`config.mk`:
```
export PLATFORM = sky130hd
export DESIGN_NAME = reg_access_arbiter_flat
export DESIGN_NICKNAME = d
export VERILOG_FILES = /design/src/rtl/reg_arb_pkg.sv /design/src/rtl/reg_access_arbiter_if.sv /design/src/rtl/rr_pick.sv /design/src/rtl/reg_access_arbiter.sv /design/src/flat_wrapper.sv
export SDC_FILE = /design/constraint.sdc
export NUM_CORES = 1
export LEC_CHECK = 0
export ABC_AREA = 1
export CAP_MARGIN = 30
export CELL_PAD_IN_SITES_DETAIL_PLACEMENT = 0
export CELL_PAD_IN_SITES_GLOBAL_PLACEMENT = 1
export CORE_ASPECT_RATIO = 1.25
export CORE_UTILIZATION = 30
export CTS_CLUSTER_SIZE = 40
export DETAILED_ROUTE_END_ITERATION = 8
export GPL_TIMING_DRIVEN = 0
export PLACE_DENSITY_LB_ADDON = 0.1
export SYNTH_ARGS = -nofsm -noshare
export SYNTH_HDL_FRONTEND = slang
export SYNTH_SLANG_ARGS = --single-unit
```
`constraint.sdc`:
```
create_clock -name sys_clk -period 4.2 [get_ports sys_clk]
set_input_delay 0.63 -clock sys_clk [delete_from_list [all_inputs] [get_ports sys_clk]]
set_output_delay 0.63 -clock sys_clk [all_outputs]
set_load 0.02 [all_outputs]
```
`src/rtl/reg_arb_pkg.sv`:
```
// rtl/reg_arb_pkg.sv - shared types and limits for the register access arbiter
package reg_arb_pkg;

    typedef enum logic [1:0] {
        IDLE   = 2'd0,
        ACCESS = 2'd1,
        WAIT   = 2'd2,
        DONE   = 2'd3
    } arb_state_t;

    localparam int RD_LAT_MAX  = 3;
    localparam int NUM_REQ_MAX = 8;
    localparam int WAIT_CNT_W  = $clog2(RD_LAT_MAX + 1);

endpackage

```
`src/rtl/reg_access_arbiter_if.sv`:
```
// rtl/reg_access_arbiter_if.sv - requester and register-bank signals of the arbiter
interface reg_access_arbiter_if #(
    parameter int DWIDTH  = 32,
    parameter int ALINES  = 7,
    parameter int NUM_REQ = 2
);
    logic [NUM_REQ-1:0]        req_valid;
    logic [NUM_REQ-1:0]        req_wr;
    logic [NUM_REQ*ALINES-1:0] req_addr;
    logic [NUM_REQ*DWIDTH-1:0] req_wdata;
    logic [NUM_REQ-1:0]        req_ack;
    logic [DWIDTH-1:0]         req_rdata;
    logic [$clog2(NUM_REQ)-1:0] grant_id;
    logic                      busy;
    logic                      bank_wr;
    logic [ALINES-1:0]         bank_addr;
    logic [DWIDTH-1:0]         bank_wdata;
    logic [DWIDTH-1:0]         bank_rdata;

    // Environment side: requesters plus the register bank's read port
    modport master (
        output req_valid, req_wr, req_addr, req_wdata, bank_rdata,
        input  req_ack, req_rdata, grant_id, busy, bank_wr, bank_addr, bank_wdata
    );

    modport slave (
        input  req_valid, req_wr, req_addr, req_wdata, bank_rdata,
        output req_ack, req_rdata, grant_id, busy, bank_wr, bank_addr, bank_wdata
    );
endinterface

```
`src/rtl/rr_pick.sv`:
```
// rtl/rr_pick.sv - combinational round-robin picker starting after the last grant
module rr_pick #(
    parameter int NUM_REQ = 2
) (
    input  logic [NUM_REQ-1:0]         i_req,
    input  logic [$clog2(NUM_REQ)-1:0] i_last_grant,
    output logic                       o_any,
    output logic [$clog2(NUM_REQ)-1:0] o_winner
);
    localparam int GW = $clog2(NUM_REQ);

    int w_idx;

    // Scan farthest-first so the nearest set index after last_grant is written last
    always_comb begin
        o_any    = 1'b0;
        o_winner = '0;
        w_idx    = 0;
        for (int k = NUM_REQ; k >= 1; k--) begin
            w_idx = int'(i_last_grant) + k;
            if (w_idx >= NUM_REQ) begin
                w_idx = w_idx - NUM_REQ;
            end
            if (i_req[GW'(w_idx)]) begin
                o_any    = 1'b1;
                o_winner = GW'(w_idx);
            end
        end
    end
endmodule

```
`src/rtl/reg_access_arbiter.sv`:
```
// rtl/reg_access_arbiter.sv - round-robin sharing of the register-bank port among requesters
module reg_access_arbiter
    import reg_arb_pkg::*;
#(
    parameter int DWIDTH  = 32,
    parameter int ALINES  = 7,
    parameter int NUM_REQ = 2,
    parameter int RD_LAT  = 1
) (
    input  logic                 sys_clk,
    input  logic                 sys_rst_n,
    reg_access_arbiter_if.slave  bus
);
    localparam int GW = $clog2(NUM_REQ);
    localparam int CW = WAIT_CNT_W;
    localparam logic [CW-1:0] LAT_LOAD = CW'((RD_LAT > 0) ? RD_LAT - 1 : 0);

    arb_state_t          r_state, w_state;
    logic                r_wr, w_wr;
    logic [CW-1:0]       r_wait_cnt, w_wait_cnt;
    logic [GW-1:0]       r_last_grant, w_last_grant;
    logic [GW-1:0]       r_grant_id, w_grant_id;
    logic [NUM_REQ-1:0]  r_req_ack, w_req_ack;
    logic [DWIDTH-1:0]   r_req_rdata, w_req_rdata;
    logic                r_busy, w_busy;
    logic                r_bank_wr, w_bank_wr;
    logic [ALINES-1:0]   r_bank_addr, w_bank_addr;
    logic [DWIDTH-1:0]   r_bank_wdata, w_bank_wdata;
    logic                w_any;
    logic [GW-1:0]       w_winner;

    rr_pick #(.NUM_REQ(NUM_REQ)) u_rr_pick (
        .i_req        (bus.req_valid),
        .i_last_grant (r_last_grant),
        .o_any        (w_any),
        .o_winner     (w_winner)
    );

    // bank_addr/bank_wdata double as the latched request, so they hold between grants
    always_comb begin
        w_state      = r_state;
        w_wr         = r_wr;
        w_wait_cnt   = r_wait_cnt;
        w_last_grant = r_last_grant;
        w_grant_id   = r_grant_id;
        w_req_ack    = '0;
        w_req_rdata  = r_req_rdata;
        w_bank_wr    = 1'b0;
        w_bank_addr  = r_bank_addr;
        w_bank_wdata = r_bank_wdata;
        case (r_state)
            IDLE: begin
                if (w_any) begin
                    w_grant_id   = w_winner;
                    w_wr         = bus.req_wr[w_winner];
                    w_bank_wr    = bus.req_wr[w_winner];
                    w_bank_addr  = bus.req_addr[int'(w_winner)*ALINES +: ALINES];
                    w_bank_wdata = bus.req_wdata[int'(w_winner)*DWIDTH +: DWIDTH];
                    w_state      = ACCESS;
                end
            end
            ACCESS: begin
                if (r_wr) begin
                    w_state = DONE;
                end else if (RD_LAT == 0) begin
                    w_req_rdata = bus.bank_rdata;
                    w_state     = DONE;
                end else begin
                    w_wait_cnt = LAT_LOAD;
                    w_state    = WAIT;
                end
            end
            WAIT: begin
                if (r_wait_cnt == '0) begin
                    w_req_rdata = bus.bank_rdata;
                    w_state     = DONE;
                end else begin
                    w_wait_cnt = r_wait_cnt - CW'(1);
                end
            end
            DONE: begin
                w_last_grant = r_grant_id;
                w_state      = IDLE;
            end
            default: w_state = IDLE;
        endcase
        if (w_state == DONE) begin
            w_req_ack[r_grant_id] = 1'b1;
        end
        w_busy = (w_state != IDLE);
    end

    always_ff @(posedge sys_clk or negedge sys_rst_n) begin
        if (!sys_rst_n) begin
            r_state      <= IDLE;
            r_wr         <= 1'b0;
            r_wait_cnt   <= '0;
            r_last_grant <= GW'(NUM_REQ - 1);
            r_grant_id   <= '0;
            r_req_ack    <= '0;
            r_req_rdata  <= '0;
            r_busy       <= 1'b0;
            r_bank_wr    <= 1'b0;
            r_bank_addr  <= '0;
            r_bank_wdata <= '0;
        end else begin
            r_state      <= w_state;
            r_wr         <= w_wr;
            r_wait_cnt   <= w_wait_cnt;
            r_last_grant <= w_last_grant;
            r_grant_id   <= w_grant_id;
            r_req_ack    <= w_req_ack;
            r_req_rdata  <= w_req_rdata;
            r_busy       <= w_busy;
            r_bank_wr    <= w_bank_wr;
            r_bank_addr  <= w_bank_addr;
            r_bank_wdata <= w_bank_wdata;
        end
    end

    assign bus.req_ack    = r_req_ack;
    assign bus.req_rdata  = r_req_rdata;
    assign bus.grant_id   = r_grant_id;
    assign bus.busy       = r_busy;
    assign bus.bank_wr    = r_bank_wr;
    assign bus.bank_addr  = r_bank_addr;
    assign bus.bank_wdata = r_bank_wdata;
endmodule

```
`src/flat_wrapper.sv`:
```
// flat-port wrapper written by rule: the top's interface ports become plain ports
module reg_access_arbiter_flat import reg_arb_pkg::*;
#(
    parameter int DWIDTH  = 32,
    parameter int ALINES  = 7,
    parameter int NUM_REQ = 2,
    parameter int RD_LAT  = 1
)
  (sys_clk, sys_rst_n, bus_req_valid, bus_req_wr, bus_req_addr, bus_req_wdata, bus_bank_rdata, bus_req_ack, bus_req_rdata, bus_grant_id, bus_busy, bus_bank_wr, bus_bank_addr, bus_bank_wdata);
  reg_access_arbiter_if #(.DWIDTH(DWIDTH), .ALINES(ALINES), .NUM_REQ(NUM_REQ)) bus_i ();
  input  logic sys_clk;
  input  logic sys_rst_n;
  input wire logic [$bits(bus_i.req_valid)-1:0] bus_req_valid;
  input wire logic [$bits(bus_i.req_wr)-1:0] bus_req_wr;
  input wire logic [$bits(bus_i.req_addr)-1:0] bus_req_addr;
  input wire logic [$bits(bus_i.req_wdata)-1:0] bus_req_wdata;
  input wire logic [$bits(bus_i.bank_rdata)-1:0] bus_bank_rdata;
  output wire logic [$bits(bus_i.req_ack)-1:0] bus_req_ack;
  output wire logic [$bits(bus_i.req_rdata)-1:0] bus_req_rdata;
  output wire logic [$bits(bus_i.grant_id)-1:0] bus_grant_id;
  output wire logic [$bits(bus_i.busy)-1:0] bus_busy;
  output wire logic [$bits(bus_i.bank_wr)-1:0] bus_bank_wr;
  output wire logic [$bits(bus_i.bank_addr)-1:0] bus_bank_addr;
  output wire logic [$bits(bus_i.bank_wdata)-1:0] bus_bank_wdata;
  assign bus_i.req_valid = bus_req_valid;
  assign bus_i.req_wr = bus_req_wr;
  assign bus_i.req_addr = bus_req_addr;
  assign bus_i.req_wdata = bus_req_wdata;
  assign bus_i.bank_rdata = bus_bank_rdata;
  assign bus_req_ack = bus_i.req_ack;
  assign bus_req_rdata = bus_i.req_rdata;
  assign bus_grant_id = bus_i.grant_id;
  assign bus_busy = bus_i.busy;
  assign bus_bank_wr = bus_i.bank_wr;
  assign bus_bank_addr = bus_i.bank_addr;
  assign bus_bank_wdata = bus_i.bank_wdata;
  reg_access_arbiter #(.DWIDTH(DWIDTH), .ALINES(ALINES), .NUM_REQ(NUM_REQ), .RD_LAT(RD_LAT)) u_core (.sys_clk(sys_clk), .sys_rst_n(sys_rst_n), .bus(bus_i));
endmodule
```
==> results of run 1 <==
-- per-layer routing --
metal / track usage / part of all wire / up-vias
met2: 0.263 / 0.47 / 131
met3: 0.0688 / 0.099 / 11
li1: - / - / 1500
met1: 0.209 / 0.42 / 1426
met4: 0.0597 / 0.011 / 0
met5: 0 / 0 / -
-- final cells by class --
class	count	area share
multi-input combinational	220	0.213
tap	135	0.0290
timing repair buffer	191	0.331
clock inverter	3	0.00687
inverter	9	0.00580
buffer	18	0.0200
sequential	82	0.353
clock buffer	12	0.0423
-- worst register-to-register path, delay by kind of cell, from the launching register on --
family          cells  cell delay (ns)
buf+inv             2             0.52
flops               1             0.39
simple gates        2             0.27
fa+ha+maj           1             0.23
compound gates      1             0.10
-- cells by family after synthesis --
logic type	Yosys count
AOI/OAI and AO/OA	85
adders and majority gates	5
buffers and inverters	27
DFF	82
muxes	32
and+or+nand+nor	98
-- flip-flops by register name, indices dropped and copies added (netlist names) --
name,count
u_core.bus.grant_id,1
u_core.bus.req_ack,2
u_core.r_last_grant,1
u_core.r_wr,1
u_core.bus.busy,1
u_core.bus.bank_addr,7
u_core.bus.req_rdata,32
u_core.bus.bank_wr,1
u_core.bus.bank_wdata,32
u_core.r_wait_cnt,2
u_core.r_state,2
-- how the worst min path moves through the flow --
stage	end	slack, ns
after global placement	u_core.r_wait_cnt[1]	0.47
final	u_core.bus.req_rdata[16]	0.28
after CTS	u_core.bus.req_rdata[16]	0.30
after global routing	u_core.bus.req_rdata[17]	0.31
after floorplan	u_core.bus.bank_addr[0]	0.33
after detailed placement	u_core.bus.bank_wdata[1]	0.48
-- power breakdown --
part / switching, uW / total [uW] / leakage, uW / internal, uW
sequential: 196 / 1370 / 0.00100 / 1170
clock: 304 / 776 / 0.000142 / 472
combinational: 1080 / 2160 / 0.00133 / 1090
-- stage by stage --
stage	area (um^2)	hold slack (ns)	cells
2_1_floorplan	3440	0.334	329
3_3_place_gp	5510	0.472	654
3_5_place_dp	5540	0.478	655
4_1_cts	5820	0.296	670
5_1_grt	5820	0.310	670
6_report	5820	0.280	670
-- placed cells by master (no fill, tap or decap) --
cell type | Yosys | layout
sky130_fd_sc_hd__clkbuf_8 | 0 | 1
sky130_fd_sc_hd__buf_6 | 4 | 4
sky130_fd_sc_hd__dfrtp_1 | 81 | 81
sky130_fd_sc_hd__nand2_4 | 1 | 1
sky130_fd_sc_hd__o21ai_1 | 47 | 47
sky130_fd_sc_hd__mux2_2 | 32 | 32
sky130_fd_sc_hd__bufinv_16 | 0 | 1
sky130_fd_sc_hd__nand2_2 | 2 | 2
sky130_fd_sc_hd__o21ai_0 | 38 | 38
sky130_fd_sc_hd__nand4_1 | 1 | 1
sky130_fd_sc_hd__inv_1 | 6 | 6
sky130_fd_sc_hd__clkinv_2 | 0 | 2
sky130_fd_sc_hd__nor2_1 | 42 | 42
sky130_fd_sc_hd__clkbuf_16 | 0 | 9
sky130_fd_sc_hd__clkdlybuf4s50_1 | 0 | 189
sky130_fd_sc_hd__nand2_1 | 48 | 48
sky130_fd_sc_hd__buf_4 | 4 | 5
sky130_fd_sc_hd__or2_2 | 1 | 1
sky130_fd_sc_hd__buf_2 | 3 | 3
sky130_fd_sc_hd__dfstp_2 | 1 | 1
sky130_fd_sc_hd__inv_2 | 3 | 3
sky130_fd_sc_hd__buf_16 | 0 | 1
sky130_fd_sc_hd__ha_1 | 5 | 5
sky130_fd_sc_hd__nor2_2 | 1 | 1
sky130_fd_sc_hd__nand3_1 | 2 | 2
sky130_fd_sc_hd__clkbuf_1 | 7 | 9
==> impl_metrics.py, run 1 <==
metrics = {
    "synth": {
        "synth-async-reset-ratio": 1.00,
        "synthMostInstantiatedCell": "sky130_fd_sc_hd__dfrtp_1",
        "postSynthRegisterBits": 82,
        "yosys.area_share.xor_xnor": 0,
        "synth.yosys.warnings": 0,
        "synth_top_area_share": 0.589,
        "ys_top_cells_by_area": "sky130_fd_sc_hd__dfrtp_1, sky130_fd_sc_hd__mux2_2, sky130_fd_sc_hd__o21ai_1",
        "synth.distinct_cells": 20,
        "post_synth_inst_count": 329,
        "synth_area_um2": 3440,
        "synth_compound_area_frac": 0.124,
        "yosys.area_share.simple": 0.113,
        "sequential_area_share_after_synthesis": 0.597,
        "muxShareOfSynthArea": 0.105,
        "netlist_top_cells_count": "sky130_fd_sc_hd__dfrtp_1, sky130_fd_sc_hd__nand2_1, sky130_fd_sc_hd__o21ai_1, sky130_fd_sc_hd__nor2_1, sky130_fd_sc_hd__o21ai_0",
        "synth_top_cell_by_area": "sky130_fd_sc_hd__dfrtp_1",
        "synth-edff-count": 0,
        "syn_avg_cell_area_um2": 10.5,
        "synth-adder-area-share": 0.0182,
        "synth_top_family_by_area": "compound AO/OA/AOI/OAI gates",
        "mapped_nets": 450,
        "yosys_most_used_dff": "sky130_fd_sc_hd__dfrtp_1",
    },
    "finish": {
        "filler_cell_count_in_the_final_layout": 1068,
        "final-seq-area_um2": 2050,
        "num_antenna_cells": 0,
        "drive_above_1_share": 0.125,
        "finalCoreUtilization": 0.523,
        "multiInputGateArea_um2": 1240,
        "area.growth.synth_to_final_pct": 69.2,
        "finish.net_count": 652,
    },
    "critical_path": {
        "crit_path_top_delay_cell": "sky130_fd_sc_hd__clkdlybuf4s50_1",
        "timing.critical_path.to_type": "output port",
        "cp_max_fo": 5,
        "cp_slowest_stage_delay_ns": 0.65,
        "worst_reg2reg_path_endpoint": "u_core.bus.bank_wdata[9]",
        "number_of_buffers_and_inverters_on_the_critical_path": 1,
        "timing.critical_path.arrival_ns": 1.41,
        "r2r_startpoint": "u_core.r_state[0]",
        "worst_path_dominant_cell_family": "buffers and inverters",
        "path_cells": "clkdlybuf4s50_1",
        "worst_ep_required_time_ns": 3.57,
        "worst-setup-path-type": "reg -> out",
        "worstSetupPathDepth": 1,
        "r2r_slack_ns": 2.63,
        "crit_start": "u_core.bus.grant_id",
        "critical_path.startpoint_type": "flop",
        "worst_setup_path_endpoint": "bus_grant_id",
        "timing.reg2reg.worst_path_depth": 6,
    },
    "cts": {
        "post_cts_hold_buffer_count": 0,
        "worst_skew_pair.late_latency_ns": 0.33,
        "num_cts_buffers": 9,
        "tritoncts": "yes",
        "ctsHtreeMaxLevel": 3,
        "cts.reportedPaths.clkPinSlew_ns": 0.06,
        "clock-root-buffer": "sky130_fd_sc_hd__clkbuf_16",
        "ctsResizeCount": 0,
        "max-clock-path-buffers": 2,
        "post_cts.repair.setup_buffers": 0,
        "clock_sinks": 82,
    },
    "sta": {
        "hold_violations_final": 0,
        "fmaxAchievable_ghz": 0.490,
        "fin_tns_setup_ns": 0,
        "grt_setup_unrepaired": "no",
        "timing.final.crit_share": 0.486,
        "drv_slew": 0,
        "slew_headroom": 0.637,
        "postLayoutSetupSlackWorst_ns": 2.16,
        "timing.final.crit_period_ns": 2.04,
        "skew_ns": 0.00413,
        "finalSetupViolations": 0,
        "tightest_slew_ns": 0.545,
    },
    "pwr": {
        "fin_total_pwr_uw": 4310,
        "cellPowerDensity_nw_per_um2": 739,
        "vdd.ir_drop.worst_mv": 0.274,
        "leakage_uw": 0.00247,
    },
    "place": {
        "gp_congestion": 0.709,
        "post_place_setup_slack_ns": 2.13,
        "detailedPlacementHpwl_um": 7170,
        "portBuffers": 190,
    },
    "floorplanning": {
        "placementRows": 43,
        "die_h_um": 122,
        "core_area_um2": 11100,
        "dieWidth_um": 97.8,
        "floorplan.die_area_um2": 11900,
        "top_level_i_o_count": 192,
        "initial_utilization": 0.309,
    },
    "detailed_routing": {
        "drt-total-wl_um": 9660,
        "post_drt_wl_per_cell_um": 14.4,
        "drc": 24,
        "vias": 3068,
        "avgViaCountPerCell": 4.58,
        "number_of_search_and_repair_iterations_in_the_first_detailed_routing_pass": 8,
        "drt-initial-drc-count": 99,
        "route.antenna.remaining_nets": 0,
    },
    "global_route": {
        "antenna_violations_before_repair": 0,
        "gr-usage-all-layers": 0.168,
        "largest_net_degree_at_the_start_of_global_routing": 45,
        "vias_in_the_first_global_route": 3042,
        "grt-ovfl-total": 0,
        "grt_first_pass_wirelength_um": 15400,
    },
    "min_path": {
        "hold_class": "in -> async",
    },
    "run_status": {
        "failed_checks": "DRC",
        "outcome": "complete, but fails checks",
    },
    "flow_run": {
        "maxCapViolCount": 0,
    },
}
(Power assumes the default switching activity.)
==> run 2: changes to the inputs <==
CORE_UTILIZATION = 28   (was 30)
clock period = 2 ns   (was 4.2 ns; I/O delays follow)
==> run 2 against run 1 <==
Against the previous run:
- the run now ends clean
- wire length is 4.1% higher
- die area is 7.0% higher
- clock skew up 0.0025 ns
- sequential share of layout area decreased by 0.49 points
- first-iteration DRC count grew 18%
- critical path depth did not move
- sequential cell count stayed put
- register-to-register slack worse by 2.3 ns
- sequential power increased by 110%
- power increased by 110%
==> impl_metrics.py, run 2 (same netlist as run 1, synthesis figures left out) <==
metrics = {
    "run_status": {
        "outcome": "finished clean",
    },
    "place": {
        "placed_cells_incl_taps": 681,
        "portBuffers": 190,
        "gp_congestion": 0.699,
        "detailedPlacementHpwl_um": 7410,
    },
    "floorplanning": {
        "placementRows": 44,
        "dieWidth_um": 101,
        "core_area_um2": 11800,
        "die_h_um": 126,
        "initial_utilization": 0.292,
        "top_level_i_o_count": 192,
        "floorplan.die_area_um2": 12700,
    },
    "finish": {
        "layout_commonest_cell": "sky130_fd_sc_hd__clkdlybuf4s50_1",
        "drive_above_1_share": 0.130,
        "instances_no_fill": 698,
        "filler_cell_count_in_the_final_layout": 1143,
        "num_antenna_cells": 0,
        "finish.net_count": 653,
        "area.growth.synth_to_final_pct": 71.6,
        "final_cell_mix": "sky130_fd_sc_hd__clkdlybuf4s50_1, sky130_fd_sc_hd__dfrtp_1, sky130_fd_sc_hd__nand2_1",
    },
    "detailed_routing": {
        "vias": 3106,
        "drc": 0,
        "avgViaCountPerCell": 4.45,
        "number_of_search_and_repair_iterations_in_the_first_detailed_routing_pass": 4,
        "post_drt_wl_per_cell_um": 14.4,
        "drt-initial-drc-count": 117,
        "drt-total-wl_um": 10100,
        "route.antenna.remaining_nets": 0,
    },
    "pwr": {
        "power.sequential.fraction": 0.310,
        "total_switching_power_uw": 3390,
        "power_frac_comb": 0.493,
        "clkPwrFrac": 0.197,
        "netSwitchingFraction": 0.367,
        "leakage_uw": 0.00249,
        "fin_total_pwr_uw": 9240,
        "power_report.internal_total_uw": 5840,
        "cellPowerDensity_nw_per_um2": 1560,
        "vdd.ir_drop.worst_mv": 0.453,
    },
    "global_route": {
        "antenna_violations_before_repair": 0,
        "vias_in_the_first_global_route": 3139,
        "grt_first_pass_wirelength_um": 15900,
        "gr-usage-all-layers": 0.163,
        "largest_net_degree_at_the_start_of_global_routing": 56,
        "grt-ovfl-total": 0,
    },
    "cts": {
        "max-clock-path-buffers": 2,
        "worst_skew_pair.late_latency_ns": 0.34,
        "cts.reportedPaths.clkPinSlew_ns": 0.06,
        "ctsHtreeMaxLevel": 3,
        "clock_sinks": 82,
        "tritoncts": "yes",
        "clock-root-buffer": "sky130_fd_sc_hd__clkbuf_16",
        "num_cts_buffers": 9,
        "post_cts.repair.setup_buffers": 0,
    },
    "min_path": {
        "hold_class": "in -> async",
    },
    "sta": {
        "timing.final.crit_share": 0.852,
        "grt_setup_unrepaired": "no",
        "finalSetupViolations": 0,
        "hold_violations_final": 0,
        "drv_slew": 0,
        "tightest_slew_ns": 0.527,
        "skew_ns": 0.00667,
        "fmaxAchievable_ghz": 0.587,
        "timing.final.crit_period_ns": 1.70,
        "slew_headroom": 0.649,
    },
    "critical_path": {
        "number_of_buffers_and_inverters_on_the_critical_path": 1,
        "worst_path_dominant_cell_family": "buffers and inverters",
        "worst_ep_required_time_ns": 1.70,
        "cp_slowest_stage_delay_ns": 0.64,
        "cp_max_fo": 5,
        "crit_path_top_delay_cell": "sky130_fd_sc_hd__clkdlybuf4s50_1",
        "critical_path.startpoint_type": "flop",
        "worst-setup-path-type": "reg -> out",
        "timing.critical_path.arrival_ns": 1.40,
        "path_cells": "clkdlybuf4s50_1",
        "timing.critical_path.to_type": "output port",
    },
    "flow_run": {
        "maxCapViolCount": 0,
    },
}
-- run 2: area by class of cell --
cell class | instances | area (um^2) | area share
clock inverter | 7 | 101 | 0.0172
multi-input combinational | 220 | 1240 | 0.210
tap | 161 | 201 | 0.0341
sequential | 82 | 2050 | 0.348
inverter | 9 | 33.8 | 0.00572
clock buffer | 9 | 225 | 0.0381
timing repair buffer | 192 | 1940 | 0.328
buffer | 18 | 116 | 0.0197
-- run 2: path summary, 6_finish.rpt --
| kind | depth (start not counted) | end | from | slack (ns) |
|---|---|---|---|---|
| min | 2 | u_core.bus.req_rdata[21] | sys_rst_n | 0.44 |
| max reg2reg | 6 | u_core.bus.bank_wdata[11] | u_core.r_state[0] | 0.37 |
| max | 1 | bus_grant_id | u_core.bus.grant_id | 0.30 |
| min reg2reg | 2 | u_core.bus.bank_wdata[25] | u_core.bus.bank_wdata[25] | 0.49 |
| min in group sys_clk | 2 | u_core.bus.bank_wdata[25] | u_core.bus.bank_wdata[25] | 0.49 |
| max in group asynchronous | 3 | u_core.bus.bank_wdata[7] | sys_rst_n | 0.97 |
-- run 2: per-layer routing --
metal	global-route usage	vias up	share of wire
li1	-	1507	-
met1	0.192	1456	0.42
met2	0.271	130	0.48
met3	0.0577	13	0.088
met4	0.0563	0	0.013
met5	0	-	0
-- run 2: power groups by stage --
stage | clock (uW) | sequential [uW] | combinational, uW
after CTS | 1880 | 2880 | 4640
after floorplan | 0 | 3750 | 1580
final | 1820 | 2860 | 4560
after global routing | 1930 | 2980 | 4940
after global placement | 0 | 2870 | 4570
after detailed placement | 0 | 2900 | 4640
-- run 2: through the flow --
stage               utilization  setup WS, ns  area [um^2]  hold WS (ns)  TNS (ns)
floorplan                     -         0.596         3440       0.00441         0
global placement          0.471         -2.57         5550         0.471   -209.25
detailed placement        0.473         0.250         5570         0.262         0
CTS                       0.501         0.261         5910         0.442         0
global route              0.501         0.141         5910         0.475         0
finish                    0.501         0.296         5910         0.435         0
-- run 2: timing repair --
item,4_1_cts,5_1_grt
hold buffers,1,0
resized for setup,0,0
endpoints found under the setup margin,0,0
hold endpoints to repair,26,0
==> patch, RTL diff (config.mk and constraints of run 2) <==
Encoding of `arb_state_t`: now one-hot (4 bits for 4 states).
--- a/src/rtl/reg_arb_pkg.sv
+++ b/src/rtl/reg_arb_pkg.sv
@@ -1,11 +1,11 @@
 // rtl/reg_arb_pkg.sv - shared types and limits for the register access arbiter
 package reg_arb_pkg;
 
-    typedef enum logic [1:0] {
-        IDLE   = 2'd0,
-        ACCESS = 2'd1,
-        WAIT   = 2'd2,
-        DONE   = 2'd3
+    typedef enum logic [3:0] {
+        IDLE   = 4'b0001,
+        ACCESS = 4'b0010,
+        WAIT   = 4'b0100,
+        DONE   = 4'b1000
     } arb_state_t;
 
     localparam int RD_LAT_MAX  = 3;
Function: same outputs for any inputs over 10 cycles, from zero or initial values and one cycle with sys_rst_n low; not proved beyond that.
==> patch against run 2 <==
Final area is 7.4% higher. Power is 3.0% lower. Routed wire length is 8.8% higher. Area after synthesis is 12% higher. Sequential cell count is 2 higher. Worst setup slack better by 0.011 ns. Sequential share of layout area is 1.6 points lower.
==> patch: results (changes against run 2) <==
clock_tree:
  cts_root_buf: "clkbuf_16"
  path_clk_slew_ns: 0.06  # about the same
  clkLatencyLatePin_ns: 0.33
  hold_buffers: 1  # unchanged
  postCtsSetupBuffers: 0  # unchanged
  ctsResizeCount: 0  # unchanged
  numCtsBuffers: 9  # unchanged
  htreeDepth: 3  # unchanged
  cts_buffer_depth: 2  # unchanged
finish:
  antenna_cells: 0  # unchanged
  final_cells: 868  # +24%
  fill_cells: 1373  # +20%
  drive_above_1_share_pct: 7.75  # -5.3 points
  nNetsFinal: 809  # +24%
global_route:
  grtUsageTotal_pct: 15.9  # -0.42 points
  grt_use_met3_pct: 4.99  # -0.78 points
  grt_pass1_wl_um: 17900  # +12%
  antenna_found_initial: 0  # unchanged
  use_met1_pct: 17.5  # -1.7 points
  met2_usage_pct: 29.0  # +1.9 points
  grt_max_degree: 49  # -13%
power_and_ir_drop:
  leakagePower_nw: 3.19  # +28%
  ir_drop_mv: 0.495  # +9.4%
  p_int_w: 0.00558  # -4.6%
placed_design:
  dpl_worst_slack_ns: 0.551  # +0.301 ns
  dp_hpwl_um: 8420  # +14%
  port_buffers: 189  # -0.53%
  dp.cells: 851  # +25%
  gp_congestion: 0.775  # +11%
critical_path:
  path_delay_family: "buffers and inverters"
  crit_fanout: 4  # -1
  crit_slowest_cell: "clkdlybuf4s50_1"
  crit_path_max_incr_delay_ns: 0.67  # +0.03 ns
  arrival_ns: 1.39
synthesis:
  synth_cell_types: 20  # unchanged
  synth_nets: 607  # +35%
  async_flop_share_pct: 100  # unchanged
  ys_warn_count: 0  # unchanged
  synth_area_leaders: "dfrtp_1, nand2_1, nand3_1"
  synth_cells: 490  # +49%
  ys_top_cells_by_count: "nand2_1, dfrtp_1, nand3_1"
  ys_seq_area_share_pct: 54.5  # -5.2 points
min_path:
  hp-class: "in -> reg"
run_status:
  status: "completed"
detailed_routing:
  drtPass1Iterations: 4  # unchanged
  routed_wl_um: 10900  # +8.8%
  num_vias: 3695  # +19%
  dr.first_iter.drc_count: 127  # +8.5%
sta:
  skew_ns: 0.00979  # +0.00312 ns
  worstMarginPinSlew_ns: 0.503  # -0.0244 ns
## patch: area by class of cell
class,count,share of cell area (%)
Buffer,28,2.64
Clock buffer,11,3.99
Clock inverter,5,1.32
Inverter,44,2.60
Multi-Input combinational cell,334,22.5
Sequential cell,84,33.2
Tap cell,171,3.37
Timing Repair Buffer,191,30.4
## patch: through the flow
step	total power, W	area [µm²]
after floorplan	0.00508	3860
after global placement	0.00715	5970
after detailed placement	0.00721	5990
after CTS	0.00910	6340
after global routing	0.00961	6340
final	0.00896	6340
## patch: path summary, 6_finish.rpt
kind / from / endpoint / slack [ns] / cells after the start
min in group asynchronous: sys_rst_n / u_core.bus.req_rdata[7] / 0.47 / 2
min: bus_req_valid[0] / u_core.bus.grant_id / 0.41 / 3
max in group asynchronous: sys_rst_n / u_core.r_last_grant / 0.86 / 3
max: u_core.bus.grant_id / bus_grant_id / 0.31 / 1
max reg2reg: u_core.r_wait_cnt[0] / u_core.bus.req_rdata[10] / 0.60 / 5
min reg2reg: u_core.bus.bank_wdata[9] / u_core.bus.bank_wdata[9] / 0.48 / 2
## patch: metal layers
metal,wire length [µm],vias to the layer above
met5,0,-
met4,98,0
met3,854,6
met2,5540,113
met1,4450,1671
li1,-,1905
## patch: power by group through the flow
stage | registers (W) | logic (W) | clock network [W]
after global placement | 0.00287 | 0.00427 | 0
after detailed placement | 0.00289 | 0.00432 | 0
after global routing | 0.00297 | 0.00467 | 0.00197
final | 0.00287 | 0.00425 | 0.00184
after floorplan | 0.00373 | 0.00135 | 0
after CTS | 0.00287 | 0.00433 | 0.00189
## patch: logic make-up (layout without fill, tap and decap cells)
logic type | count (synthesis) | after routing | synth area share [%]
compound gates | 37 | 37 | 5.28
fa+ha+maj | 1 | 1 | 0.324
buf+inv | 72 | 279 | 8.61
flops | 84 | 84 | 54.5
simple gates | 296 | 296 | 31.3
